File: config.mk
export PLATFORM = sky130hd
export DESIGN_NAME = bus_mux_reg
export DESIGN_NICKNAME = d
export VERILOG_FILES = /design/src/rtl/bus_mux_reg.sv
export SDC_FILE = /design/constraint.sdc
export NUM_CORES = 1
export LEC_CHECK = 0
export CAP_MARGIN = 5
export CORE_AREA = 3 3 324 326
export DETAILED_ROUTE_END_ITERATION = 16
export DIE_AREA = 0 0 327 329
export SLEW_MARGIN = 20
export SYNTH_ARGS = -nofsm -noshare
export SYNTH_HDL_FRONTEND = slang
export SYNTH_SLANG_ARGS = --single-unit
File: constraint.sdc
create_clock -name clk -period 3.5 [get_ports clk]
set_input_delay 1.05 -clock clk [delete_from_list [all_inputs] [get_ports clk]]
set_output_delay 1.05 -clock clk [all_outputs]
set_load 0.02 [all_outputs]
File: src/rtl/bus_mux_reg.sv
// rtl/bus_mux_reg.sv - registered one-hot bus mux; lowest enabled index wins, conflicts counted
// Optional macro BUS_PARITY_EN adds src_par input and bus_parity/par_err outputs.
module bus_mux_reg #(
  parameter int WIDTH = 32,
  parameter int N     = 24,
  parameter int KEEP  = 1,
  parameter int CNTW  = 8,
  parameter int SELW  = $clog2(N)
) (
  input  logic               clk,
  input  logic               clr,
`ifdef BUS_PARITY_EN
  input  logic [N-1:0]       src_par,
  output logic               bus_parity,
  output logic               par_err,
`endif
  input  logic [N*WIDTH-1:0] src_data,
  input  logic [N-1:0]       src_out,
  input  logic               err_clr,
  output logic [WIDTH-1:0]   BUS_data,
  output logic               bus_valid,
  output logic [SELW-1:0]    bus_src,
  output logic               conflict,
  output logic               conflict_sticky,
  output logic [CNTW-1:0]    conflict_count
);

  localparam logic [CNTW-1:0] CNT_MAX = '1;

  logic             w_any;
  logic             w_multi;
  logic [SELW-1:0]  w_sel;
  logic [WIDTH-1:0] w_sel_data;
`ifdef BUS_PARITY_EN
  logic             w_sel_par;
`endif

  logic [WIDTH-1:0] r_bus;
  logic             r_valid;
  logic [SELW-1:0]  r_src;
  logic             r_conflict;
  logic             r_sticky;
  logic [CNTW-1:0]  r_count;
`ifdef BUS_PARITY_EN
  logic             r_parity;
  logic             r_par_err;
`endif

  // Only a definite 1 counts as a request, so an X enable never selects or flags a conflict.
  always_comb begin
    w_any      = 1'b0;
    w_multi    = 1'b0;
    w_sel      = '0;
    w_sel_data = '0;
`ifdef BUS_PARITY_EN
    w_sel_par  = 1'b0;
`endif
    for (int i = 0; i < N; i++) begin
      if (src_out[i] == 1'b1) begin
        if (w_any) begin
          w_multi = 1'b1;
        end else begin
          w_sel      = SELW'(i);
          w_sel_data = src_data[i*WIDTH +: WIDTH];
`ifdef BUS_PARITY_EN
          w_sel_par  = src_par[i];
`endif
        end
        w_any = 1'b1;
      end
    end
  end

  always_ff @(posedge clk or negedge clr) begin
    if (!clr) begin
      r_bus      <= '0;
      r_valid    <= 1'b0;
      r_src      <= '0;
      r_conflict <= 1'b0;
      r_sticky   <= 1'b0;
      r_count    <= '0;
`ifdef BUS_PARITY_EN
      r_parity   <= 1'b0;
      r_par_err  <= 1'b0;
`endif
    end else begin
      r_conflict <= w_multi;
      r_valid    <= w_any;
      if (w_any) begin
        r_bus <= w_sel_data;
        r_src <= w_sel;
`ifdef BUS_PARITY_EN
        r_parity  <= ^w_sel_data;
        r_par_err <= w_sel_par ^ (^w_sel_data);
`endif
      end else begin
`ifdef BUS_PARITY_EN
        r_par_err <= 1'b0;
`endif
        if (KEEP == 0) begin
          r_bus <= '0;
`ifdef BUS_PARITY_EN
          r_parity <= 1'b0;
`endif
        end
      end
      // A conflict in the same cycle as err_clr restarts the count at one rather than zero.
      if (w_multi) begin
        r_sticky <= 1'b1;
        if (err_clr) begin
          r_count <= CNTW'(1);
        end else if (r_count != CNT_MAX) begin
          r_count <= r_count + CNTW'(1);
        end
      end else if (err_clr) begin
        r_sticky <= 1'b0;
        r_count  <= '0;
      end
    end
  end

  assign BUS_data        = r_bus;
  assign bus_valid       = r_valid;
  assign bus_src         = r_src;
  assign conflict        = r_conflict;
  assign conflict_sticky = r_sticky;
  assign conflict_count  = r_count;
`ifdef BUS_PARITY_EN
  assign bus_parity      = r_parity;
  assign par_err         = r_par_err;
`endif

endmodule

## Yosys cells after proc, flatten, opt, wreduce, memory -nomap -nowiden

Index checks and enable logic that the tools add are counted.

- Output and inout bits: 48
- Input port bits: 795
- Logic and storage cells: 180
- Bits in registers: 48

- Reduce and logical (&&, ||, !) cells: 3
- Muxes and demuxes: 169
- Add/sub/neg operators: 1
- Equal/unequal tests: 1

Operators by type and width:

| kind | number |
|---|---|
| $mux 32 | 47 |
| $mux 5 | 45 |
| $mux 1 | 73 |
| $mux 8 | 4 |
| $add 8x1->8 const B | 1 |
| $ne 8x8->1 const B | 1 |
| $reduce_bool 2->1 | 2 |
| $reduce_and 2->1 | 1 |

## Depth between registers and ports, before layout

- Word-level depth: 49
- Mapped depth: 11

## Least setup slack after synthesis

No wires, ideal clock.

- Path type: input -> register
- From: input port src_out[0]
- To: register r_count[7] (netlist: conflict_count[7])
- Path slack: 0.028 ns
- Arrival: 3.347 ns
- Buffers on the path: 3
- Library setup time: 0.125 ns
- Stages: 10
- Cell sequence: buf_2 or4_1 buf_2 maj3_2 o21ai_0 o2111ai_1 nor4_2 buf_4 nor2_2 mux2_4

- Cells in the longest elaborated chain, start to end: 49
- Elaborated cells on any way between the ends: 72

Ends and longest elaborated chain:

| element | line | RTL |
|---|---|---|
| start: declaration | 18 | `input logic [N-1:0] src_out,` |
| $mux 1 * | 59 | `if (src_out[i] == 1'b1) begin` |
| $mux 1 | 60 | `if (w_any) begin` |
| $mux 1 | 59 |  |
| $mux 1 | 60 |  |
| $mux 1 | 59 |  |
| $mux 1 | 60 |  |
| $mux 1 | 59 |  |
| $mux 1 | 60 |  |
| [33 not listed] | n/a |  |
| $mux 1 | 60 |  |
| $mux 1 | 59 |  |
| $mux 1 | 60 |  |
| $mux 1 | 59 |  |
| $mux 1 | 60 |  |
| $mux 1 * | 59 |  |
| $reduce_bool 2->1 (no line) | n/a |  |
| $reduce_and 2->1 (no line) | n/a |  |
| end signal: assignment | 113 | `r_count <= r_count + CNTW'(1);` |
| end: declaration | 43 | `logic [CNTW-1:0] r_count;` |

Mark *: on every way between the ends. The rest lies on a longest branch, timed or not.
A chain may end at the register's enable or synchronous reset.

## Worst setup path in the final report

- From: input port src_out[10]
- To: register r_bus[22] (netlist: BUS_data[22])

- Cells in the longest elaborated chain, start to end: 27
- Elaborated cells on any way between the ends: 41

Ends and longest elaborated chain:

| element | line | RTL |
|---|---|---|
| $mux 32 / $mux 1 (equally long branches) | 59 |  |
| $mux 32 | 60 |  |
| $mux 32 | 59 |  |
| $mux 32 | 60 |  |
| $mux 32 | 59 |  |
| $mux 32 | 60 |  |
| $mux 32 | 59 |  |
| $mux 32 | 60 |  |
| [11 not listed] | n/a |  |
| $mux 32 | 60 |  |
| $mux 32 | 59 |  |
| $mux 32 | 60 |  |
| $mux 32 | 59 |  |
| $mux 32 | 60 |  |
| $mux 32 | 59 |  |
| $mux 32 | 60 |  |
| $mux 32 | 59 |  |
| end signal: assignment | 90 | `r_bus <= w_sel_data;` |
| end: declaration | 38 | `logic [WIDTH-1:0] r_bus;` |

Parallel ways exist; a longest one is shown, timed or not.

==> impl_results.md <==
- Post-route setup slack: 41.3 ps
- CTS H-tree lvls: 2
- # rows: 117
- Die Height: 329 um
- Total power: 3.62 mW
- Layout Utilization: 23.8%
- Arrival @ worst endpoint: 3710 ps
- FFs w/ async S/R, synth: 100%
- Ys flop type: dfrtp_1
- Input/output buffers: 842
- Setup crit end kind: flip-flop
- Share of layout cells above drive strength 1: 21.4%
- Maximum vdd drop: 0.159 mV
- Power Dens Cells: 149 mW/mm^2
- Multi-input logic area: 0.00864 sq mm
- DRC: 0
- Core Area: 0.102 sq mm
- WL/cell: 31.9 um
- Cell area after layout: 0.0243 sq mm
- Fin nets: 3467
- Worst Hold Class: flip-flop to flip-flop
- Met1 wire length: 52000 um
- Vias per inst: 4.59
- Largest net degree at the start of global routing: 60
- Max cap viols: 0
- RSZ-0062 raised after global routing: yes
- 1st-iter DRT viols: 1758
- Slew margin rel.: 48.3%
- Tcrit/Tclk final: 98.8%
- Status: finished clean
- DRT antenna net count: 0
- I/O Pins: 843
- Clk sinks: 48
- Chip width: 327 um
- Synth Cell Area: 0.00998 sq mm
- CP startpoint kind: primary input
- Final WL: 130000 um
- CTS tree: built
- Crit path max fanout: 13
- Hold Vio Cnt, Final: 0
- CTS Buf Count: 5
- Synth-to-layout area growth: 143%
- Synthesized area per cell: 6.44 sq um
- Static leakage: 9.08 nW
- Placed cell areas: 0.0232 sq mm
- Fmax: 0.289 GHz
- Via count: 18629
- Clock Latency Late Sink: 320 ps
- Cells after synthesis: 1551
- Die area: 0.108 sq mm
- Crit path time final: 3460 ps
- First-pass GRT wire length: 167000 um
- Number of global-route vias before repair: 18608
- Final Setup Violations: 0
- Critical Path RT: 3750 ps
- Placer Congestion: 0.950
- Synth Register Bits: 48
- Pins Over Slew Limit: 0
- Worst hold slack: 501 ps
- Synthesis Warnings: 0
- Gr ovfl total: 0
- Worst-case clock skew: 0.206 ps
- Detailed Routing Iterations Pass 1: 6
- Met3 WL: 11000 um
- Top routing layer used: met5
- Critical path class: primary input to flip-flop
- Unique cell type count in the Yosys netlist: 81
- Seq/Total Area, Yosys: 12.0%
- FF+latch area: 0.00120 sq mm
- Slew @ Worst Pin: 775 ps
- CTS root buffer: clkbuf_16
- WL met2: 62300 um
- Reg clk slew, reported paths: 80 ps
- EDFF count, synth: 0
- Initial antenna violation count: 61
- Initial Utilization: 9.79%
- Syn Nets: 2347
- Post-DP HPWL: 114000 um
- Number of fill cells in the layout: 11424
- Max clock buf depth: 2
- All-layer global routing usage: 22.8%
- DP Worst Slack: -883 ps
final cells by class:
| class | instances | area share (%) |
|---|---|---|
| timing repair buffer | 1271 | 51.3 |
| multi-input combinational | 1328 | 35.6 |
| tap | 1368 | 7.04 |
| sequential | 48 | 4.94 |
| clock buffer | 5 | 0.515 |
| inverter | 17 | 0.263 |
| antenna | 21 | 0.216 |
| clock inverter | 3 | 0.190 |
layout by cell type (no fill, tap or decap), types with 13 or more instances in the layout:
| master | instances |
|---|---|
| nor3_1 | 14 |
| buf_12 | 60 |
| nor2_1 | 138 |
| a221oi_1 | 18 |
| a211oi_1 | 33 |
| o21ai_0 | 93 |
| buf_4 | 350 |
| nor2_2 | 14 |
| a22oi_1 | 70 |
| o221ai_1 | 40 |
| a221o_1 | 36 |
| nand2b_1 | 17 |
| or3_1 | 14 |
| a21oi_2 | 13 |
| buf_6 | 16 |
| o22ai_1 | 66 |
| mux2i_1 | 30 |
| inv_1 | 15 |
| dfrtp_1 | 48 |
| diode_2 | 21 |
| o22a_1 | 20 |
| nor2b_1 | 38 |
| o31ai_1 | 21 |
| clkdlybuf4s50_1 | 826 |
| a31oi_1 | 20 |
| nand2_1 | 175 |
| o211ai_1 | 18 |
| nand3_1 | 22 |
| a21oi_1 | 188 |
worst max-delay path, cell delays in order:
cell and delay (ps):
clkdlybuf4s50_1 510, buf_12 170, inv_1 70, nand4_1 120
buf_6 130, buf_4 110, nor2_4 40, buf_12 160
buf_4 160, a221o_1 330, a21oi_1 380, o21ai_1 150
buf_4 170, a31oi_1 120
power breakdown:
group	internal, mW	switching (mW)
sequential	0.599	0.0577
combinational	1.30	1.03
clock	0.342	0.300
total	2.24	1.38
cells by family (layout without fill, tap and decap cells):
group / after synthesis / after routing / synth area share, %
flip-flops: 48 / 48 / 12.0
adder cells (fa/ha/maj): 3 / 3 / 0.338
buffers and inverters: 176 / 1296 / 7.11
other: 0 / 21 / 0
multiplexers: 32 / 32 / 3.27
AO/OA/AOI/OAI: 759 / 760 / 51.3
AND/OR/NAND/NOR: 533 / 533 / 26.0
sequential cells by signal, summed over array words and instances (netlist names):
signal,cells
BUS_data,32
conflict_count,8
bus_src,5
bus_valid,1
conflict,1
conflict_sticky,1
worst paths after layout:
check | slack, ps | cells past startpoint | endpoint | from
worst max register to register | 1600 | 9 | BUS_data[9]$_DFFE_PN0P_ | BUS_data[9]$_DFFE_PN0P_
worst max-delay path | 40 | 14 | BUS_data[22]$_DFFE_PN0P_ | src_out[10]
worst min register to register | 500 | 2 | bus_src[4]$_DFFE_PN0P_ | bus_src[4]$_DFFE_PN0P_
worst min-delay path | 500 | 2 | bus_src[4]$_DFFE_PN0P_ | bus_src[4]$_DFFE_PN0P_
min in group asynchronous | 740 | 1 | BUS_data[10]$_DFFE_PN0P_ | clr
max in group asynchronous | 2110 | 2 | BUS_data[24]$_DFFE_PN0P_ | clr
per-layer routing:
metal  global-route usage, %  vias to the layer above
met2                    39.5                     1008
li1                        -                     8364
met5                       0                        -
met4                    6.21                       46
met3                    6.25                      171
met1                    27.5                     9040
repair_timing:
action | in CTS | in global routing
gates resized for setup | 99 | 44
setup endpoints to repair | 47 | 46
pin swaps | 19 | 16
gates cloned | 4 | 0
buffers inserted | 24 | 6
hold buffers | 0 | 0
through the flow:
stage,TNS [ps],cells
2_1_floorplan,0,1551
3_5_place_dp,-32570,3998
3_3_place_gp,-33050,3998
6_report,0,4061
5_1_grt,0,4048
4_1_cts,0,4034
cell usage after synthesis (18+ instances only):
cell	count	area share [%]
a2111oi_0	20	1.8
o21ai_0	110	5.5
a211oi_1	33	2.5
nand3_1	24	1.2
mux2i_1	30	3.0
dfrtp_1	48	12
o211ai_1	18	1.4
a31oi_1	21	1.3
o22ai_1	72	4.5
nor3_1	21	1.1
o221ai_1	42	3.7
o31ai_1	23	1.7
o22a_1	20	1.8
nor2b_1	41	2.6
nand2_1	176	6.6
nor2_1	155	5.8
a221oi_1	19	1.7
clkbuf_1	128	4.8
a21oi_1	204	10
a22oi_1	72	5.4
a221o_1	36	3.6
No activity file was read; power rests on OpenSTA's default activity.
